===== src/rtl/regfile_4x_onehot.sv =====
// regfile_4x_onehot
//
// Four-entry register file fed by the one-hot write select of the 2x4
// decoder. Provides two registered read ports with same-cycle write-to-read
// bypass. Multi-hot write selects suppress the write and set a sticky error.
//
// Ports:
//   CLK      in   rising-edge clock, all state updates on this edge
//   RST      in   synchronous active-high reset
//   WE       in   [3:0] one-hot write select, all-zero means no write
//   WDATA    in   [WIDTH-1:0] write data
//   RE       in   read enable for both ports
//   RADDR_A  in   [1:0] port A read address
//   RADDR_B  in   [1:0] port B read address
//   RDATA_A  out  [WIDTH-1:0] registered read data, port A
//   RDATA_B  out  [WIDTH-1:0] registered read data, port B
//   ERR      out  sticky flag, set by any multi-hot WE
module regfile_4x_onehot #(
    parameter int WIDTH     = 16,
    parameter bit ZERO_REG0 = 1'b1
) (
    input  logic             CLK,
    input  logic             RST,
    input  logic [3:0]       WE,
    input  logic [WIDTH-1:0] WDATA,
    input  logic             RE,
    input  logic [1:0]       RADDR_A,
    input  logic [1:0]       RADDR_B,
    output logic [WIDTH-1:0] RDATA_A,
    output logic [WIDTH-1:0] RDATA_B,
    output logic             ERR
);

    logic [WIDTH-1:0] regs [4];
    logic             multi_hot;
    logic [3:0]       write_mask;
    logic [WIDTH-1:0] next_a;
    logic [WIDTH-1:0] next_b;

    // Classify the write select. Clearing the lowest set bit leaves something
    // behind only when two or more bits are set. The resulting mask is the
    // set of registers actually written this cycle, with register 0 removed
    // when it is hardwired to zero so that neither the write nor the bypass
    // can ever touch it.
    always_comb begin
        multi_hot  = (WE & (WE - 4'd1)) != 4'd0;
        write_mask = multi_hot ? 4'd0 : WE;
        if (ZERO_REG0) begin
            write_mask[0] = 1'b0;
        end
    end

    // Read data that each port will capture on the coming edge: forced zero
    // for a hardwired register 0, the incoming write data when a valid write
    // targets the same register, otherwise the stored contents.
    always_comb begin
        next_a = regs[RADDR_A];
        next_b = regs[RADDR_B];
        if (write_mask[RADDR_A]) begin
            next_a = WDATA;
        end
        if (write_mask[RADDR_B]) begin
            next_b = WDATA;
        end
        if (ZERO_REG0 && (RADDR_A == 2'd0)) begin
            next_a = '0;
        end
        if (ZERO_REG0 && (RADDR_B == 2'd0)) begin
            next_b = '0;
        end
    end

    // Register array, read ports and sticky error. Reset wins over every
    // other input in the same cycle, so a colliding write or read is lost.
    always_ff @(posedge CLK) begin
        if (RST) begin
            for (int i = 0; i < 4; i++) begin
                regs[i] <= '0;
            end
            RDATA_A <= '0;
            RDATA_B <= '0;
            ERR     <= 1'b0;
        end else begin
            for (int i = 0; i < 4; i++) begin
                if (write_mask[i]) begin
                    regs[i] <= WDATA;
                end
            end
            if (multi_hot) begin
                ERR <= 1'b1;
            end
            if (RE) begin
                RDATA_A <= next_a;
                RDATA_B <= next_b;
            end
        end
    end

endmodule


===== config.mk =====
export PLATFORM = sky130hd
export DESIGN_NAME = regfile_4x_onehot
export DESIGN_NICKNAME = d
export VERILOG_FILES = /design/src/rtl/regfile_4x_onehot.sv
export SDC_FILE = /design/constraint.sdc
export NUM_CORES = 1
export LEC_CHECK = 0
export BUFFER_PORTS_ARGS = -buffer_cell sky130_fd_sc_hd__buf_4
export CORE_ASPECT_RATIO = 0.8
export CORE_MARGIN = 4
export CORE_UTILIZATION = 55
export DETAILED_ROUTE_END_ITERATION = 6
export HOLD_SLACK_MARGIN = 0.1
export PLACE_DENSITY_LB_ADDON = 0.12
export SLEW_MARGIN = 10
export SYNTH_ARGS = -nofsm -noshare
export SYNTH_HDL_FRONTEND = slang
export SYNTH_SLANG_ARGS = --single-unit

===== constraint.sdc =====
create_clock -name CLK -period 5 [get_ports CLK]
set_clock_uncertainty 0.1 [all_clocks]
set_input_delay 0.25 -clock CLK [delete_from_list [all_inputs] [get_ports CLK]]
set_output_delay 0.25 -clock CLK [all_outputs]
set_load 0.005 [all_outputs]

==> results.md <==
* Post-synthesis simple-gate area fraction at 20.2%
* Synthesis Warnings at 0
* Routed Antenna Nets at 0
* N_diodes at 0
* CP arrival at ~2.1 ns
* Grt met2 use at between 30% and 40%
* Met1 Track Usage GR at 30.8%
* I/O Buffers at roughly 60
* Fmax at about 520 MHz
* Power per cell area at ~300 nW/um^2
* Final Cycle Share at roughly two fifths
* Worst min-delay path class: input pin to flip-flop
* Mapped cell area at 4020 sq um
* Largest net degree at the start of global routing at 33
* Sequential fraction of the synthesis area at 52.3%
* Final Max Tran Viols at 0
* Starting Density at between 50 and 60%
* Synth Area in Compound Gates at roughly 14%
* Tmin final at roughly 1.9 ns
* Relative slew slack at 30.8%
* First-pass GRT wire length at roughly 16 mm
* Layout net count at 464
* Synth async-reset ratio at 0%
* Cell Chain, Critical Path: dlygate4sd3_1 > buf_4 > nor2b_1 > o21a_1 > o21ai_0 > o21ai_0
* Antenna violations before repair at 0
* Via count at 3123
* Crit path launch type: input pin
* Area leader, netlist: edfxtp_1
* Drt via density at 5.90
* Vias in the first global route at between 3000 and 4000
* Layout area overhead at 18.8%
* Worst Path Required at 5.18 ns
* DIE WIDTH at 104 um
* Placer Congestion at 0.819
* Crit-path max FO at 16
* Slew @ Worst Pin at around 1.0 ns
* Xor/xnor share of the synthesized area at 0%
* Deepest level of the CTS H-tree at 3
* Leakage at roughly 1.8 nW
* Endpoint type of the worst setup path: flip-flop
* Flops & latches, synth at between 80 and 90
* WL/cell at 19.3 um
* Later-pin clock latency in the skew report at roughly 0.35 ns
* Gr busiest metal: met2
* Iteration-0 DRC count of the detailed router at between 150 and 200
* CTS sink count at between 80 and 90
* Worst-path clk slew at ~0.08 ns
* Grt met3 use at around 6%
* Mux contribution to synthesized area at a little under a tenth
* CP max stage cell: o21a_1
* Clk root buf: clkbuf_8
* IO Count at 60
* Post-synth EDFFs at 48
* RSZ-0062 raised after global routing: false
* Die height at 84.5 um
* Clk buf depth at 2
* Die footprint at around 8700 sq um
* Synth Area in Adders at 0.249%
* Status: completed
* Max VDD drop at between 0.15 and 0.2 mV
* Post-synth net total at between 400 and 500
* Worst min-delay path startpoint: WDATA[10]
* CTS tree: built
* DP Area at ~4500 sq um
* Synth Instances at between 300 and 400
* Post-route design area at 4780 sq um
* Num CTS Buffers at 9
* Residual DRC at 0
* Main synth FF type: edfxtp_1
* Synth top area share at a little over a third
* Largest cells by area after synthesis: edfxtp_1 36%, dfxtp_1 16%, mux2_2 8.7%, and2_1 7.5%, nand2_1 6.2%
* Setup Crit Path Kind: input pin to flip-flop
* Total of max-cap violations at 0
* Most used cell, CP: o21ai_0
* Final WL at between 10 and 15 mm
* Post-cts sizing count at 0
* CP startpoint: RST
* Share of cells above drive strength 1 at 30.8%
* # setup viols final at 0
* Tot GR Track Use at between 20% and 30%
* R2R setup slack at about 3.7 ns
* Post-synth cell types at 38
* Reg-to-reg critical path startpoint: regs[3][8]$_SDFFCE_PN0P_
* Fin. Hold Viols at 0
* Drt first pass iters at 5
* Largest stage delay, worst path at a little under 0.6 ns
* Core area at 6990 sq um
* Setup TNS at 0 ns
* Post-DP HPWL at 6.43 mm
* Std cell rows at 27
* Main combinational cell family by area after synthesis: simple AND/OR/NAND/NOR gates
* Mean post-synth cell area at roughly 11 sq um
* Congestion Overflow GR at 0
logic make-up (layout without fill, tap and decap cells):
| logic type | after synthesis | count (layout) |
|---|---|---|
| buffers and inverters | 29 | 93 |
| muxes | 33 | 33 |
| DFF | 81 | 81 |
| adders and majority gates | 1 | 1 |
| and+or+nand+nor | 157 | 157 |
| AOI/OAI and AO/OA | 77 | 77 |
per-stage QoR:
step                utilization, %  worst slack, ns  power, mW  hold slack (ns)  instances
floorplan                        -             2.90      0.891            0.334        378
global placement              64.7             2.93      0.969            0.336        508
detailed placement            64.7             2.86      0.975            0.344        508
CTS                           67.7             3.13       1.44            0.100        525
global route                  68.3             2.97       1.50            0.100        529
finish                        68.3             3.09       1.44            0.114        529
what timing repair did:
| item | in CTS | in global routing |
|---|---|---|
| setup buffers | 0 | 0 |
| endpoints found under the hold margin | 1 | 6 |
| hold buffers | 1 | 4 |
worst paths after layout:
path                          endpoint  cells after the start
max           RDATA_A[15]$_SDFFE_PP0P_                      6
min          regs[3][10]$_SDFFCE_PN0P_                      2
max reg2reg    RDATA_B[8]$_SDFFE_PP0P_                      3
min reg2reg    RDATA_A[1]$_SDFFE_PP0P_                      2
synthesized netlist by cell type, types with 5 or more instances:
cell	instances
nor2_1	17
o21ai_0	19
and3_1	16
o31ai_1	5
a221oi_1	13
dfxtp_1	33
edfxtp_1	48
and2_1	48
o21ai_1	15
mux2_2	31
buf_2	5
nand2_1	66
clkbuf_1	17
o31ai_2	10
final cells by class:
cell class | instances | area [sq um]
timing repair buffer | 74 | 568
sequential | 81 | 2100
tap | 87 | 109
clock buffer | 13 | 181
multi-input combinational | 268 | 1780
clock inverter | 3 | 21.3
fill | 548 | 2220
inverter | 3 | 11.3
critical path, delay by kind of cell:
| kind | cells | cell delay, ns |
|---|---|---|
| compound gates | 3 | 0.96 |
| simple gates | 1 | 0.16 |
| buf+inv | 2 | 0.71 |
sequential cells by signal, indices dropped and copies added, names as in the netlist:
name and count:
ERR 1, RDATA_A 16, RDATA_B 16, regs 48
placed cells by master (no fill, tap or decap), drive strengths merged, types with 2 or more instances in the layout:
cell / instances
nor2b: 3
o31ai: 15
nor2: 17
mux2: 31
dfxtp: 33
nand2: 66
and2: 48
buf: 69
clkbuf: 13
and3: 16
mux2i: 2
dlygate4sd3: 5
edfxtp: 48
o21ai: 34
a31o: 3
clkinv: 2
o22ai: 2
nor4b: 3
inv: 3
a31oi: 2
a21oi: 3
a221oi: 15
where the power goes:
group	total, mW	internal (mW)	switching (mW)
sequential	0.770	0.748	0.0223
combinational	0.195	0.0934	0.102
clock	0.474	0.241	0.232
routing by layer:
layer / routed length, um / part of all wire (%)
met1: 4370 / 43
met2: 4880 / 48
met3: 844 / 8.3
met4: 92 / 0.90
met5: 0 / 0
No activity file was read; power rests on OpenSTA's default activity.
